File: config.mk
export PLATFORM = sky130hd
export DESIGN_NAME = descriptor_dispatch_mq
export DESIGN_NICKNAME = d
export VERILOG_FILES = /design/src/rtl/descriptor_dispatch_mq.sv
export SDC_FILE = /design/constraint.sdc
export NUM_CORES = 1
export LEC_CHECK = 0
export BUFFER_PORTS_ARGS = -buffer_cell sky130_fd_sc_hd__clkbuf_2
export CAP_MARGIN = 30
export CORE_MARGIN = 2
export CORE_UTILIZATION = 40
export DETAILED_ROUTE_END_ITERATION = 10
export PLACE_DENSITY_LB_ADDON = 0.12
export SLEW_MARGIN = 5
export SYNTH_ARGS = -nofsm -noshare
export SYNTH_HDL_FRONTEND = slang
export SYNTH_SLANG_ARGS = --single-unit
export TNS_END_PERCENT = 1
File: constraint.sdc
create_clock -name i_clk -period 2.5 [get_ports i_clk]
set_input_delay 0.375 -clock i_clk [delete_from_list [all_inputs] [get_ports i_clk]]
set_output_delay 0.375 -clock i_clk [all_outputs]
set_load 0.02 [all_outputs]
File: src/rtl/descriptor_dispatch_mq.sv
// Descriptor dispatcher: admits frames against per-class free-buffer thresholds, claims a bufid and routes the descriptor to one consumer.
// Latency: accept->discard pulse 1 cycle; accept->descriptor write 2 cycles when a bufid is already offered.
// Backpressure: one descriptor in flight; ready only when idle, write held until the addressed consumer acks.
module descriptor_dispatch_mq #(
    parameter logic [3:0] INPORT  = 4'b0000,
    parameter int         N_DEST  = 3,
    parameter int         DEST_W  = 2,
    parameter int         DESC_W  = 40,
    parameter int         BUFID_W = 9,
    parameter int         TIMEOUT = 1023
) (
    input  logic                i_clk,
    input  logic                i_rst_n,
    input  logic                i_descriptor_valid,
    input  logic [DESC_W-1:0]   iv_descriptor,
    input  logic [DEST_W-1:0]   iv_dest,
    input  logic [1:0]          iv_class,
    output logic                o_descriptor_ready,
    input  logic [BUFID_W-1:0]  iv_free_bufid_num,
    input  logic [BUFID_W-1:0]  iv_rc_threshold_value,
    input  logic [BUFID_W-1:0]  iv_hpriority_be_threshold_value,
    input  logic [BUFID_W-1:0]  iv_lpriority_be_threshold_value,
    input  logic                i_pkt_bufid_wr,
    input  logic [BUFID_W-1:0]  iv_pkt_bufid,
    output logic                o_pkt_bufid_ack,
    output logic                o_pkt_bufid_wr,
    output logic [BUFID_W-1:0]  ov_pkt_bufid,
    output logic                o_pkt_discard,
    output logic [N_DEST-1:0]   ov_descriptor_wr,
    output logic [DESC_W-1:0]   ov_descriptor,
    input  logic [N_DEST-1:0]   iv_descriptor_ack,
    output logic [31:0]         ov_pkt_discard_cnt,
    output logic [31:0]         ov_desc_sent_cnt,
    output logic [1:0]          ov_dispatch_state
);

    typedef enum logic [1:0] {
        IDLE       = 2'd0,
        WAIT_BUFID = 2'd1,
        SEND       = 2'd2,
        DISCARD    = 2'd3
    } state_t;

    localparam logic [DEST_W:0]   N_DEST_V  = N_DEST[DEST_W:0];
    localparam logic [31:0]       WAIT_LAST = 32'(TIMEOUT - 1);
    localparam logic [N_DEST-1:0] DEST_ONE  = N_DEST'(1);

    state_t                  state;
    logic [DESC_W-5:BUFID_W] desc_mid;   // generator-owned middle fields, passed through untouched
    logic [DEST_W-1:0]       dest_q;
    logic [31:0]             wait_cnt;
    logic                    accept;
    logic                    thr_hit;
    logic                    dest_bad;
    logic                    adm_discard;
    logic                    ack_hit;
    logic                    unused_desc_bits;

    assign o_descriptor_ready = (state == IDLE);
    assign ov_dispatch_state  = state;
    assign accept             = i_descriptor_valid & o_descriptor_ready;
    assign dest_bad           = {1'b0, iv_dest} >= N_DEST_V;
    assign adm_discard        = dest_bad | thr_hit;
    // Only the ack bit of the destination currently being written counts.
    assign ack_hit            = |(iv_descriptor_ack & ov_descriptor_wr);
    // Inport and bufid fields of the incoming descriptor are overwritten here.
    assign unused_desc_bits   = ^{iv_descriptor[DESC_W-1:DESC_W-4], iv_descriptor[BUFID_W-1:0]};

    // Per-class admission: drop when free buffers are at or below the class threshold; TS is never dropped.
    always_comb begin
        thr_hit = 1'b0;
        case (iv_class)
            2'd0:    thr_hit = (iv_free_bufid_num <= iv_rc_threshold_value);
            2'd1:    thr_hit = (iv_free_bufid_num <= iv_hpriority_be_threshold_value);
            2'd2:    thr_hit = (iv_free_bufid_num <= iv_lpriority_be_threshold_value);
            default: thr_hit = 1'b0;
        endcase
    end

    // Dispatch FSM with registered pulses, held descriptor write and statistics counters.
    always_ff @(posedge i_clk or negedge i_rst_n) begin
        if (!i_rst_n) begin
            state              <= IDLE;
            desc_mid           <= '0;
            dest_q             <= '0;
            wait_cnt           <= '0;
            o_pkt_bufid_ack    <= 1'b0;
            o_pkt_bufid_wr     <= 1'b0;
            ov_pkt_bufid       <= '0;
            o_pkt_discard      <= 1'b0;
            ov_descriptor_wr   <= '0;
            ov_descriptor      <= '0;
            ov_pkt_discard_cnt <= '0;
            ov_desc_sent_cnt   <= '0;
        end else begin
            o_pkt_bufid_ack <= 1'b0;
            o_pkt_bufid_wr  <= 1'b0;
            o_pkt_discard   <= 1'b0;
            case (state)
                IDLE: begin
                    if (accept) begin
                        desc_mid <= iv_descriptor[DESC_W-5:BUFID_W];
                        dest_q   <= iv_dest;
                        wait_cnt <= '0;
                        if (adm_discard) begin
                            state              <= DISCARD;
                            o_pkt_discard      <= 1'b1;
                            ov_pkt_discard_cnt <= ov_pkt_discard_cnt + 32'd1;
                        end else begin
                            state <= WAIT_BUFID;
                        end
                    end
                end
                WAIT_BUFID: begin
                    // A bufid arriving in the last allowed cycle still wins over the timeout.
                    if (i_pkt_bufid_wr) begin
                        o_pkt_bufid_ack  <= 1'b1;
                        o_pkt_bufid_wr   <= 1'b1;
                        ov_pkt_bufid     <= iv_pkt_bufid;
                        ov_descriptor    <= {INPORT, desc_mid, iv_pkt_bufid};
                        ov_descriptor_wr <= DEST_ONE << dest_q;
                        state            <= SEND;
                    end else if ((TIMEOUT != 0) && (wait_cnt == WAIT_LAST)) begin
                        state              <= DISCARD;
                        o_pkt_discard      <= 1'b1;
                        ov_pkt_discard_cnt <= ov_pkt_discard_cnt + 32'd1;
                    end else begin
                        wait_cnt <= wait_cnt + 32'd1;
                    end
                end
                SEND: begin
                    if (ack_hit) begin
                        ov_descriptor_wr <= '0;
                        ov_desc_sent_cnt <= ov_desc_sent_cnt + 32'd1;
                        state            <= IDLE;
                    end
                end
                DISCARD: state <= IDLE;
                default: state <= IDLE;
            endcase
        end
    end

endmodule
==> impl_metrics.env <==
export IMPL_outcome="complete, no violations"
export IMPL_start_util_pct=40.84
export IMPL_fmax_mhz=433.9
export IMPL_cp_start_kind="input port"
export IMPL_synth_simple_area_share_pct=24.02
export IMPL_cts_clk_slew_worst_paths_ns=0.08
export IMPL_finClkSkew_ns=0.01454
export IMPL_cts_tree="yes"
export IMPL_p_per_area_nw_per_um2=846.1
export IMPL_area_growth_pct=26.12
export IMPL_vdd_ir_drop_max_uv=460.0
export IMPL_wl_per_cell_um=14.02
export IMPL_stdcell_count=1380
export IMPL_drt_total_wl_um=19340
export IMPL_via_per_inst=4.843
export IMPL_path_class="in -> reg"
export IMPL_synthAdderAreaFrac_pct=4.694
export IMPL_min_to="desc_mid[23]$_DFFE_PN0P_"
export IMPL_htreeDepth=4
export IMPL_ys_warn_count=0
export IMPL_total_power_mw=8.817
export IMPL_hold_depth=3
export IMPL_clkLatencyLatePin_ns=0.43
export IMPL_grt_pass1_vias=6643
export IMPL_final_antenna_net_count=0
export IMPL_finalHoldViolCount=0
export IMPL_synth_xor_area_share_pct=9.540
export IMPL_synth_top_family_by_area="simple AND/OR/NAND/NOR gates"
export IMPL_grt_overflow_total=0
export IMPL_ys_async_sr_fraction_pct=100.0
export IMPL_io_buffer_count=200
export IMPL_path_cells="clkbuf_2, ha_1, a21o_1, a21o_1, a2111oi_2, o22ai_1, or3_4, buf_4, a21oi_1, xor2_1"
export IMPL_ys_ff_latch=168
export IMPL_die_area_sq_um=21820
export IMPL_placed_cells=1347
export IMPL_synth_mux_area_share_pct=0.1363
export IMPL_post_route_period_util_pct=92.19
export IMPL_grt_met1_usage_pct=26.06
export IMPL_cp_end_kind="register"
export IMPL_synth_compound_area_share_pct=6.102
export IMPL_worst_path_buf_inv=2
export IMPL_setup_viol=0
export IMPL_hold_class="in -> reg"
export IMPL_cts_setup_buffers=0
export IMPL_most_common_layout_cells="nand2_1 (232), clkbuf_2 (199), dfrtp_1 (168)"
export IMPL_grt_max_degree=57
export IMPL_ys_seq_area_share_pct=50.88
export IMPL_cp_arrival_ns=2.66
export IMPL_ys_dominant_reg_cell="dfrtp_1"
export IMPL_r2r_cells=7
export IMPL_syn_cell_area_sq_um=8263
export IMPL_grt_use_met2_pct=28.84
export IMPL_num_nets_final=1224
export IMPL_drive_above_1_share_pct=27.93
export IMPL_grt_pass1_wl_um=32610
export IMPL_top_usage_layer="met2"
export IMPL_crit_top_cell="a21o_1"
export IMPL_gp_congestion=0.7726
export IMPL_grtUsageMet3_pct=3.519
export IMPL_syn_avg_cell_area_sq_um=9.519
export IMPL_fp_row_count=52
export IMPL_ios=218
export IMPL_leakage_nw=5.585
export IMPL_drv_cap=0
export IMPL_coreArea_sq_um=20230
export IMPL_critPathTopFamily="compound AO/OA/AOI/OAI gates"
export IMPL_grt_usage_pct=18.43
export IMPL_antenna_cells=0
export IMPL_cts_sinks=168
export IMPL_cts_buffer_depth=2
export IMPL_drt_iter0_drc=337
export IMPL_final_common_cell="nand2_1"
export IMPL_die_height_um=147.7
export IMPL_synth_cells=868
export IMPL_clockRootBuffer="clkbuf_16"
export IMPL_final_util_pct=51.50
export IMPL_max_stage_delay_ns=0.52
export IMPL_dpl_hpwl_um=13920
export IMPL_tightest_slew_ns=0.7001
export IMPL_drc_errors=0
export IMPL_crit_fanout=17
export IMPL_relSlewSlack_pct=53.26
export IMPL_crit_slowest_cell="or3_4"
export IMPL_antenna_found_initial=0
export IMPL_r2r_setup_slack_ns=0.24
export IMPL_rr_startpoint="ov_dispatch_state[0]$_DFFE_PN0P_"
export IMPL_hp_start="iv_descriptor[23]"
export IMPL_min_period_ns=2.305
export IMPL_synth_edf_count=0
export IMPL_drv_slew=0
export IMPL_synth_cell_types=52
export IMPL_required_ns=2.86
export IMPL_cts_made_buffers=17
export IMPL_drt_pass1_iterations=4
export IMPL_vias=6683
export IMPL_timing_rr_end="ov_desc_sent_cnt[30]$_DFFE_PN0P_"
export IMPL_die_w_um=147.7
export IMPL_rsz0062_at_grt="false"
==> metrics by stage <==
step / TNS (ns) / worst slack (ns) / area, sq um / hold slack, ns
3_3_place_gp: -8.004 / -0.3203 / 9816 / 0.3301
4_1_cts: 0 / 0.04471 / 10400 / 0.1140
5_1_grt: 0 / 0.002397 / 10420 / 0.1318
6_report: 0 / 0.1954 / 10420 / 0.1375
3_5_place_dp: -10.60 / -0.4149 / 9816 / 0.3310
2_1_floorplan: 0 / 0.009519 / 8282 / 0.07941
==> worst max-delay path by stage <==
stage	startpoint	to	slack (ns)	cells past startpoint
global placement	iv_free_bufid_num[2]	ov_pkt_discard_cnt[17]$_DFFE_PN0P_	-0.32	9
finish	iv_free_bufid_num[2]	ov_pkt_discard_cnt[21]$_DFFE_PN0P_	0.20	10
floorplan	iv_rc_threshold_value[2]	ov_pkt_discard_cnt[1]$_DFFE_PN0P_	0.01	10
detailed placement	iv_free_bufid_num[2]	ov_pkt_discard_cnt[21]$_DFFE_PN0P_	-0.41	10
CTS	iv_free_bufid_num[2]	ov_pkt_discard_cnt[21]$_DFFE_PN0P_	0.04	10
global route	iv_free_bufid_num[6]	ov_pkt_discard_cnt[23]$_DFFE_PN0P_	0.002	10
==> logic make-up after synthesis <==
| group | count (synthesis) |
|---|---|
| adder cells (fa/ha/maj) | 31 |
| XOR/XNOR | 90 |
| buffers and inverters | 80 |
| AND/OR/NAND/NOR | 426 |
| multiplexers | 1 |
| flip-flops | 168 |
| other | 1 |
| AO/OA/AOI/OAI | 71 |
==> state kept, by name, indices dropped and copies added (netlist names) <==
signal,cells
desc_mid,27
dest_q,2
o_pkt_bufid_wr,1
o_pkt_discard,1
ov_desc_sent_cnt,32
ov_descriptor,28
ov_descriptor_wr,3
ov_dispatch_state,2
ov_pkt_bufid,8
ov_pkt_discard_cnt,32
wait_cnt,32
==> report_power, final <==
part           leakage, nW  switching (mW)  total [mW]  internal (mW)
clock network        0.274            1.19        2.53           1.34
logic                 3.07            1.68        2.58          0.904
registers             2.24           0.399        3.70           3.30
total                 5.58            3.27        8.82           5.55
==> synth_stat cells, types with 2 or more instances <==
cell type | count | area [sq um]
a21oi_1 | 25 | 125.1
clkbuf_1 | 17 | 63.81
or3_1 | 4 | 25.02
and2_1 | 7 | 43.79
nor4b_1 | 2 | 17.52
a2111oi_2 | 2 | 30.03
a21oi_2 | 10 | 87.58
nand2b_1 | 7 | 43.79
buf_2 | 3 | 15.01
o31ai_1 | 4 | 30.03
inv_1 | 38 | 142.6
nor3_1 | 11 | 55.05
buf_4 | 15 | 112.6
a211oi_2 | 2 | 25.02
nor2_1 | 48 | 180.2
o22ai_1 | 2 | 12.51
xor2_1 | 54 | 473.0
a211oi_1 | 2 | 15.01
buf_1 | 4 | 15.01
a21o_1 | 3 | 22.52
and4_1 | 10 | 87.58
xnor2_1 | 36 | 315.3
nor4_1 | 7 | 43.79
ha_1 | 31 | 387.9
nor4_4 | 2 | 42.54
nand3_1 | 40 | 200.2
and3_1 | 18 | 112.6
nand4_1 | 29 | 181.4
o21ai_0 | 12 | 60.06
dfrtp_1 | 168 | 4204
o311ai_0 | 2 | 17.52
nand2_1 | 233 | 874.6
==> metal layers <==
layer | share of wire, % | vias to the layer above
met1 | 49 | 3161
li1 | - | 3332
met4 | 1.1 | 0
met3 | 5.2 | 14
met2 | 45 | 176
met5 | 0 | -
==> timing repair <==
item / in CTS / in global routing
resized for setup: 0 / 6
endpoints found under the hold margin: 41 / 0
setup endpoints to repair: 0 / 53
hold buffers: 1 / 0
==> worst reg2reg max path, stage by stage (launching register included) <==
cell and delay, ns:
dfrtp_1 0.45, nand2b_1 0.23, or4_1 0.65, nor3_2 0.28, nand2_1 0.11, nor2_1 0.17
nand4_1 0.13, xnor2_1 0.14
==> cell type report <==
cell class,instances,area [sq um]
fill,1918,9813
sequential,168,4204
multi-input combinational,623,3739
timing repair buffer,248,1420
clock buffer,18,439.2
tap,270,337.8
inverter,39,146.4
clock inverter,14,135.1
(Power assumes the default switching activity.)
